## src/rtl/dma_stream_downsizer_pkg.sv

```systemverilog
// Shared types and helpers for the 64-to-32 bit DMA stream downsizer.
package dma_stream_pkg;

  localparam int IN_W   = 64;
  localparam int OUT_W  = 32;
  localparam int STAT_W = 32;

  typedef logic [IN_W-1:0]  beat_t;
  typedef logic [OUT_W-1:0] word_t;

  typedef enum logic {
    HALF_LO = 1'b0,
    HALF_HI = 1'b1
  } half_e;

  function automatic word_t sel_half(input beat_t beat, input half_e half);
    if (half == HALF_HI) begin
      sel_half = beat[IN_W-1:OUT_W];
    end else begin
      sel_half = beat[OUT_W-1:0];
    end
  endfunction

  // Saturating increment so long-running monitors never wrap to zero.
  function automatic logic [STAT_W-1:0] sat_inc(input logic [STAT_W-1:0] value);
    if (value == {STAT_W{1'b1}}) begin
      sat_inc = value;
    end else begin
      sat_inc = value + {{(STAT_W-1){1'b0}}, 1'b1};
    end
  endfunction

endpackage

```

## src/rtl/dma_stream_downsizer_if.sv

```systemverilog
// Generic valid/ready stream bundle used for both the 64-bit and 32-bit sides.
interface dma_stream_if #(parameter int W = 64);
  logic [W-1:0] data;
  logic         valid;
  logic         ready;

  modport master (output data, output valid, input ready);
  modport slave  (input data, input valid, output ready);
endinterface

```

## src/rtl/dma_stream_downsizer_fifo.sv

```systemverilog
// First-word fall-through synchronous FIFO with wrap-bit pointers, flush and fill level.
module sync_fifo_fwft #(
  parameter  int DEPTH = 16,
  parameter  int WIDTH = 64,
  localparam int AW    = $clog2(DEPTH)
) (
  input  logic             clk,
  input  logic             rstn,
  input  logic             i_flush,
  input  logic             i_push,
  input  logic [WIDTH-1:0] i_wr_data,
  input  logic             i_pop,
  output logic [WIDTH-1:0] o_rd_data,
  output logic             o_full,
  output logic             o_empty,
  output logic [AW:0]      o_level
);

  localparam logic [AW:0] PTR_ZERO = {(AW+1){1'b0}};
  localparam logic [AW:0] PTR_ONE  = {{AW{1'b0}}, 1'b1};

  logic [WIDTH-1:0] r_mem [DEPTH];
  logic [AW:0]      r_wr_ptr;
  logic [AW:0]      r_rd_ptr;
  logic             w_push;
  logic             w_pop;

  assign o_empty   = (r_wr_ptr == r_rd_ptr);
  assign o_full    = (r_wr_ptr[AW-1:0] == r_rd_ptr[AW-1:0]) && (r_wr_ptr[AW] != r_rd_ptr[AW]);
  assign o_level   = r_wr_ptr - r_rd_ptr;
  assign o_rd_data = r_mem[r_rd_ptr[AW-1:0]];
  assign w_push    = i_push & ~o_full & ~i_flush;
  assign w_pop     = i_pop & ~o_empty & ~i_flush;

  // Storage array is deliberately left unreset.
  always_ff @(posedge clk) begin
    if (w_push) begin
      r_mem[r_wr_ptr[AW-1:0]] <= i_wr_data;
    end
  end

  // Pointer update; flush wins over any push or pop in the same cycle.
  always_ff @(posedge clk or negedge rstn) begin
    if (!rstn) begin
      r_wr_ptr <= PTR_ZERO;
      r_rd_ptr <= PTR_ZERO;
    end else if (i_flush) begin
      r_wr_ptr <= PTR_ZERO;
      r_rd_ptr <= PTR_ZERO;
    end else begin
      if (w_push) begin
        r_wr_ptr <= r_wr_ptr + PTR_ONE;
      end
      if (w_pop) begin
        r_rd_ptr <= r_rd_ptr + PTR_ONE;
      end
    end
  end

endmodule

```

## src/rtl/dma_stream_downsizer.sv

```systemverilog
// 64-bit to 32-bit stream downsizer (low half first) over a FWFT FIFO.
// Optional statistics counters are enabled by defining DMA_STREAM_STATS_EN.
module dma_stream_downsizer
  import dma_stream_pkg::*;
#(
  parameter  int DEPTH = 16,
  localparam int AW    = $clog2(DEPTH)
) (
  input  logic        clk,
  input  logic        rstn,
  input  logic        flush,
  dma_stream_if.slave  up,
  dma_stream_if.master dn,
  output logic [AW:0] level
`ifdef DMA_STREAM_STATS_EN
  ,
  output logic [STAT_W-1:0] stall_count,
  output logic [STAT_W-1:0] word_count
`endif
);

  logic  r_rst_done;
  half_e r_half;
  half_e w_half_nxt;
  logic  w_full;
  logic  w_empty;
  logic  w_push;
  logic  w_word_hs;
  logic  w_pop_beat;
  beat_t w_head;

  // in_ready stays low for the first edge after reset release.
  assign up.ready   = ~w_full & ~flush & r_rst_done;
  assign w_push     = up.valid & up.ready;
  assign dn.valid   = ~w_empty;
  assign dn.data    = sel_half(w_head, r_half);
  assign w_word_hs  = dn.valid & dn.ready;
  assign w_pop_beat = w_word_hs & (r_half == HALF_HI);

  sync_fifo_fwft #(
    .DEPTH (DEPTH),
    .WIDTH (IN_W)
  ) u_fifo (
    .clk       (clk),
    .rstn      (rstn),
    .i_flush   (flush),
    .i_push    (w_push),
    .i_wr_data (up.data),
    .i_pop     (w_pop_beat),
    .o_rd_data (w_head),
    .o_full    (w_full),
    .o_empty   (w_empty),
    .o_level   (level)
  );

  // Marks the end of the reset recovery cycle.
  always_ff @(posedge clk or negedge rstn) begin
    if (!rstn) begin
      r_rst_done <= 1'b0;
    end else begin
      r_rst_done <= 1'b1;
    end
  end

  // Half-select state register.
  always_ff @(posedge clk or negedge rstn) begin
    if (!rstn) begin
      r_half <= HALF_LO;
    end else begin
      r_half <= w_half_nxt;
    end
  end

  // Half-select next state: toggles per accepted word, cleared by flush.
  always_comb begin
    w_half_nxt = r_half;
    if (flush) begin
      w_half_nxt = HALF_LO;
    end else if (w_word_hs) begin
      case (r_half)
        HALF_LO: w_half_nxt = HALF_HI;
        HALF_HI: w_half_nxt = HALF_LO;
        default: w_half_nxt = HALF_LO;
      endcase
    end else begin
      w_half_nxt = r_half;
    end
  end

`ifdef DMA_STREAM_STATS_EN
  logic [STAT_W-1:0] r_stall_count;
  logic [STAT_W-1:0] r_word_count;

  // Flow statistics; only reset clears them.
  always_ff @(posedge clk or negedge rstn) begin
    if (!rstn) begin
      r_stall_count <= {STAT_W{1'b0}};
      r_word_count  <= {STAT_W{1'b0}};
    end else begin
      if (dn.valid & ~dn.ready) begin
        r_stall_count <= sat_inc(r_stall_count);
      end
      if (w_word_hs) begin
        r_word_count <= sat_inc(r_word_count);
      end
    end
  end

  assign stall_count = r_stall_count;
  assign word_count  = r_word_count;
`endif

endmodule

```

## src/flat_wrapper.sv

```systemverilog
// flat-port wrapper written by rule: the top's interface ports become plain ports
module dma_stream_downsizer_flat import dma_stream_pkg::*;
#(
  parameter  int DEPTH = 16,
  localparam int AW    = $clog2(DEPTH)
)
  (clk, rstn, flush, level, up_data, up_valid, up_ready, dn_data, dn_valid, dn_ready);
  dma_stream_if #(.W(64)) up_i ();
  dma_stream_if #(.W(32)) dn_i ();
  input  logic clk;
  input  logic rstn;
  input  logic flush;
  output logic [AW:0] level;
  input wire logic [$bits(up_i.data)-1:0] up_data;
  input wire logic [$bits(up_i.valid)-1:0] up_valid;
  output wire logic [$bits(up_i.ready)-1:0] up_ready;
  output wire logic [$bits(dn_i.data)-1:0] dn_data;
  output wire logic [$bits(dn_i.valid)-1:0] dn_valid;
  input wire logic [$bits(dn_i.ready)-1:0] dn_ready;
  assign up_i.data = up_data;
  assign up_i.valid = up_valid;
  assign up_ready = up_i.ready;
  assign dn_data = dn_i.data;
  assign dn_valid = dn_i.valid;
  assign dn_i.ready = dn_ready;
  dma_stream_downsizer #(.DEPTH(DEPTH)) u_core (.clk(clk), .rstn(rstn), .flush(flush), .up(up_i), .dn(dn_i), .level(level));
endmodule
```

## config.mk

```make
export PLATFORM = sky130hd
export DESIGN_NAME = dma_stream_downsizer_flat
export DESIGN_NICKNAME = d
export VERILOG_FILES = /design/src/rtl/dma_stream_downsizer_pkg.sv /design/src/rtl/dma_stream_downsizer_if.sv /design/src/rtl/dma_stream_downsizer_fifo.sv /design/src/rtl/dma_stream_downsizer.sv /design/src/flat_wrapper.sv
export SDC_FILE = /design/constraint.sdc
export NUM_CORES = 1
export LEC_CHECK = 0
export CORE_MARGIN = 2
export CORE_UTILIZATION = 45
export CTS_CLUSTER_DIAMETER = 80
export DETAILED_ROUTE_END_ITERATION = 7
export PLACE_DENSITY = 0.72
export SLEW_MARGIN = 20
export SYNTH_ARGS = -nofsm -noshare
export SYNTH_HDL_FRONTEND = slang
export SYNTH_SLANG_ARGS = --single-unit
```

## constraint.sdc

```tcl
create_clock -name clk -period 12.3 [get_ports clk]
set_clock_uncertainty 0.15 [all_clocks]
set_input_delay 2.46 -clock clk [delete_from_list [all_inputs] [get_ports clk]]
set_output_delay 2.46 -clock clk [all_outputs]
set_load 0.005 [all_outputs]
```

## After elaboration in Yosys (flattened, before gate mapping)

Memories as Yosys holds them, arrays and structs flattened.
Cells that the tools add are included.

| operators by class | value |
|---|---|
| $add $sub $neg | 3 |
| eq/ne operators | 3 |
| muxes and demuxes | 10 |
| bitwise gates (word level) | 13 |
| reduce and logical (&&, ||, !) cells | 4 |

Operator list:

| cell | number |
|---|---|
| $mux 32 | 1 |
| $mux 5 | 4 |
| $add 5x1->5 const B | 2 |
| $and 1x1->1 | 9 |
| $reduce_bool 2->1 | 3 |
| $eq 5x5->1 | 1 |
| $sub 5x5->5 | 1 |
| $eq 4x4->1 | 1 |
| $mux 1 | 4 |
| $not 1->1 | 4 |
| $pmux 1 s2 | 1 |
| $logic_and 1x1->1 | 1 |
| $ne 1x1->1 | 1 |

| storage, ports and cells | value |
|---|---|
| flip-flop bits (word level) | 12 |
| memory bits (writable) | 1024 |
| input bits | 69 |
| output and inout port bits | 39 |
| memories | 1 |

Memory list:

| memory | words | width | read ports | clocked after Yosys merged registers in | write ports | line | text |
|---|---|---|---|---|---|---|---|
| u_core.u_fifo.r_mem | 16 | 64 | 1 | 0 | 1 | dma_stream_downsizer_fifo.sv:22 | `logic [WIDTH-1:0] r_mem [DEPTH];` |

## Depth between registers and ports, before layout

| depth | value |
|---|---|
| depth in word-level cells | 10 |
| mapped depth | 9 |
| gate-level depth less buffers | 7 |

## Hierarchy

A second synthesis with hierarchy kept.

| unflattened totals | value |
|---|---|
| cells, all modules | 1848 |
| area, all modules | 40401.2 µm² |

By module, submodules not included:

| module | times used | cells each | area each (µm²) | sequential area each (µm²) |
|---|---|---|---|---|
| sync_fifo_fwft | 1 | 1801 | 39773.1 | 30999.7 |
| dma_stream_downsizer | 1 | 47 | 628.1 | 50.0 |

## Worst setup path after synthesis

OpenSTA, ideal clock, no wires.

| timing | value |
|---|---|
| kind | input port to flip-flop |
| start | input port flush |
| end | memory u_core.u_fifo.r_mem[0][0] (enable) |
| library setup time | 0.565 ns |
| arrival | 7.545 ns |
| path slack | 4.040 ns |
| stages on the path | 4 |
| buffers on the path | 0 |
| cells stage by stage | nand2b_1 a211oi_2 nand2_1 nor3_1 |

| between the ends | value |
|---|---|
| longest elaborated chain between the ends | 8 |

RTL lines:

| element | line | text |
|---|---|---|
| start, declared | flat_wrapper.sv:12 | `input logic flush;` |
| $not 1->1 (*) | dma_stream_downsizer_fifo.sv:32, dma_stream_downsizer.sv:33 |  |
| $and 1x1->1 (2 in a row) | dma_stream_downsizer.sv:33 | `assign up.ready = ~w_full & ~flush & r_rst_done;` |
| $and 1x1->1 | dma_stream_downsizer.sv:34 | `assign w_push = up.valid & up.ready;` |
| $and 1x1->1 | dma_stream_downsizer_fifo.sv:32 | `assign w_push = i_push & ~o_full & ~i_flush;` |
| $and 1x1->1 (*) | dma_stream_downsizer_fifo.sv:32 |  |
| $mux 1 (*) | dma_stream_downsizer_fifo.sv:37 | `if (w_push) begin` |
| $mux 1 (not written as such) (*) | dma_stream_downsizer_fifo.sv:38 | `r_mem[r_wr_ptr[AW-1:0]] <= i_wr_data;` |
| end, declared | dma_stream_downsizer_fifo.sv:22 |  |

Every way passes the cells marked *; elsewhere a longest branch is shown, timed or not.

## Worst setup path after layout

| timing | value |
|---|---|
| start | register u_core.u_fifo.r_rd_ptr[2] |
| end | output port dn_data[20] |

| between the ends | value |
|---|---|
| longest elaborated chain between the ends | 2 |

RTL lines:

| element | line | text |
|---|---|---|
| start, declared | dma_stream_downsizer_fifo.sv:24 | `logic [AW:0] r_rd_ptr;` |
| start signal, assigned | dma_stream_downsizer_fifo.sv:55 | `r_rd_ptr <= r_rd_ptr + PTR_ONE;` |
| $mem_v2 16x64 | - |  |
| $mux 32 | dma_stream_downsizer_pkg.sv:17 | `if (half == HALF_HI) begin` |
| end, declared | flat_wrapper.sv:17 | `output wire logic [$bits(dn_i.data)-1:0] dn_data;` |

No other way between the ends.

==> key figures <==
Setup path
  – CP Data Required Time: 9.69 ns
  – Startpoint Class: flip-flop
  – Worst Setup End Kind: output port
  – Kind of critical path: flip-flop to output port
  – Critical Path Slowest Stage Cell: buf_4
  – Crit path cell chain: buf_4 -> nor2b_4 -> buf_4 -> a22oi_1 -> a22oi_1 -> clkdlybuf4s50_1
  – R2r setup slk: 7.48 ns
  – WP data arrival: 4.69 ns
  – Reg2reg path depth: 7
  – Launch point of the worst path: u_core.u_fifo.r_rd_ptr[2]
  – R2r endpoint: u_core.u_fifo.r_mem[6][62]
  – Reg2reg start: u_core.u_fifo.r_rd_ptr[2]
  – Crit path largest cell delay: 0.76 ns
  – Crit Path Max Fanout: 46

Route
  – DR DRC count: 0
  – DR pass1 iterations: 6
  – Via count: 19300
  – Met2 wire len: 45400 µm
  – Met3 WL: 7920 µm
  – Wire length on met1: 37000 µm
  – Routed WL: 92400 µm
  – Routed wire per std cell: 29.2 µm
  – Detailed Route Iter0 Violations: 2264
  – Post-DR vias/cell: 6.08
  – Antenna violation net count after detailed routing: 0
  – Max Used Layer: met5

Clock tree
  – Clock root cell: clkbuf_16
  – Level count of the clock H-tree: 3
  – Post-CTS sizing: 0
  – Num CTS Buffers: 96
  – CTS Sinks: 1036
  – Post-CTS Hold Fix Bufs: 0
  – Clock latency on the worst-skew pair: 0.64 ns
  – Total setup buffers inserted after CTS: 0
  – Clk buf depth: 3
  – Reg clk slew, reported paths: 0.06 ns
  – TritonCTS clock tree: yes

Cells and area
  – Nets: 2008
  – Reg area: 0.0311 mm²
  – Commonest non-fill, non-tap cell in the layout: edfxtp_1
  – Area delta synth->final: 14.3%
  – Multi-input combinational cell area: 0.00797 mm²
  – Final Core Density: 51.9%
  – Most frequent cells in the layout: edfxtp_1 (1024), mux4_2 (191), mux2i_1 (130), clkdlybuf4s50_1 (107), clkbuf_16 (99)
  – Fillers: 6554
  – Fraction of layout cells with a size suffix above 1: 19.9%

STA
  – Final setup fails: 0
  – Actual slew at the worst max-slew pin: 1.10 ns
  – Worst setup margin: 5.00 ns
  – Final period utilization: 59.3%
  – RSZ-0062 raised after global routing: no
  – Final Hold Fails: 0
  – Min Tclk post-route: 7.30 ns
  – Final max-slew violation count: 0
  – Total negative setup slack: 0 ns
  – Normalized max-slew margin: 26.6%
  – Fmax: 0.137 GHz

Power
  – Int Pwr: 5.70 mW
  – Worst IR Drop VDD: 0.125 mV
  – Total power draw: 7.09 mW
  – Sw Ratio: 19.5%
  – Clock power share: 42.0%
  – Share of total power in combinational logic: 2.9%
  – Psw: 1.38 mW
  – Pwr Density: 157 mW/mm²
  – Pleak: 13.5 nW
  – Part of the power in registers: 55.1%

GRT
  – Number of global-route vias before repair: 19600
  – Largest net degree at the start of global routing: 114
  – Initial antenna violation count: 17
  – Tot GR Track Use: 20.6%
  – First-pass GRT wire length: 135000 µm
  – Total grt overflow: 0

Yosys
  – Post-synth ARST share: 1.16%
  – Synth Flop Type: edfxtp_1
  – Syn Inst Count: 1784
  – YS warnings: 0
  – Distinct cell type count after synthesis: 45
  – Synth Area per Inst: 22.1 µm²
  – Post-synth EDFFs: 1024
  – Flip-flop and latch count after synthesis: 1036
  – Post-Syn Area: 0.0395 mm²
  – Register area share after synthesis: 78.7%
  – Syn Nets: 1863

Floorplanning
  – FP Rows: 108
  – Die W: 300 µm
  – Die Y: 300 µm
  – Top-Level Pins: 108
  – Die area: 0.0901 mm²
  – Core Footprint: 0.0869 mm²
  – Initial Util: 45.4%

Placement
  – Post-DP HPWL: 47200 µm
  – Place WS: 5.42 ns
  – GPL Wtd Cong: 0.785
  – Port-buffer cells: 107

Worst hold path
  – Hold depth: 2
  – Worst min-delay path startpoint: u_core.u_fifo.r_rd_ptr[4]
  – WHS Endpoint: u_core.u_fifo.r_rd_ptr[4]
  – HP Class: flip-flop to flip-flop

Job
  – Max-cap violation count: 0

Status
  – Result of the run: complete, no violations
==> logic make-up after synthesis <==
logic type | share of synthesized area, %
flops | 78.7
fa+ha+maj | 0.336
mux | 14.2
buf+inv | 1.52
simple gates | 0.571
xor+xnor | 0.263
compound gates | 4.40
other cells | 0.00950
==> worst max-delay path by stage <==
| stage | end | slack, ns |
|---|---|---|
| after floorplan | u_core.u_fifo.r_mem[0][0] | 4.04 |
| after global placement | dn_data[20] | 5.46 |
| after detailed placement | dn_data[20] | 5.42 |
| after CTS | dn_data[20] | 4.74 |
| after global routing | dn_data[27] | 4.82 |
| final | dn_data[20] | 5.00 |
==> synth_stat cells (2+ instances only) <==
library cell / count / area, µm²
buf_6: 10 / 113
clkbuf_1: 53 / 199
buf_4: 21 / 158
nor2_1: 20 / 75.1
a21oi_1: 36 / 180
inv_1: 11 / 41.3
o21ai_0: 3 / 15.0
xnor2_1: 7 / 61.3
a21o_1: 3 / 22.5
buf_2: 13 / 65.1
edfxtp_1: 1024 / 30700
mux2i_1: 130 / 1300
or3_1: 2 / 12.5
buf_1: 6 / 22.5
o221ai_1: 32 / 280
nand4_1: 2 / 12.5
nand3_1: 6 / 30.0
dfrtp_1: 12 / 300
nand2_1: 6 / 22.5
a211oi_1: 33 / 248
a31oi_1: 2 / 12.5
mux4_2: 191 / 4300
o22ai_1: 31 / 194
a22oi_1: 93 / 698
xor2_1: 3 / 26.3
nand2b_1: 3 / 18.8
ha_1: 9 / 113
nor3_1: 5 / 25.0
==> final cells by class <==
| class | count | area share, % |
|---|---|---|
| Antenna cell | 5 | 0.0277 |
| Inverter | 11 | 0.0915 |
| Timing Repair Buffer | 150 | 3.14 |
| Tap cell | 1155 | 3.20 |
| Clock buffer | 114 | 5.62 |
| Clock inverter | 64 | 1.41 |
| Sequential cell | 1036 | 68.9 |
| Multi-Input combinational cell | 634 | 17.7 |
==> power by group through the flow <==
stage	Sequential, mW	Combinational, mW	Clock, mW
final	3.90	0.209	2.98
after global routing	3.90	0.227	3.15
after global placement	3.97	0.201	0
after detailed placement	3.98	0.209	0
after floorplan	3.97	0.0891	0
after CTS	3.90	0.210	3.01
==> stage by stage <==
| stage | std cells | hold slack [ns] | area (µm²) |
|---|---|---|---|
| floorplan | 1784 | 0.446 | 39500 |
| global placement | 2985 | 0.468 | 41900 |
| detailed placement | 2985 | 0.484 | 41900 |
| CTS | 3163 | 0.495 | 45100 |
| global route | 3167 | 0.536 | 45100 |
| finish | 3169 | 0.513 | 45100 |
==> worst max-delay path, delay by kind of cell, from the launching register on <==
kind / cells / cell delay, ns
AO/OA/AOI/OAI: 2 / 0.71
buffers and inverters: 3 / 1.80
flip-flops: 1 / 0.69
AND/OR/NAND/NOR: 1 / 0.73
==> flip-flops by register name (all words and copies together) (netlist names) <==
register / count
u_core.r_half: 1
u_core.r_rst_done: 1
u_core.u_fifo.r_mem: 1024
u_core.u_fifo.r_rd_ptr: 5
u_core.u_fifo.r_wr_ptr: 5
==> per-layer routing <==
metal / up-vias / track usage (%)
met5: - / 0
met4: 8 / 5.04
met3: 151 / 4.10
met2: 940 / 33.4
met1: 10200 / 29.0
li1: 7925 / -
(Power assumes the default switching activity.)
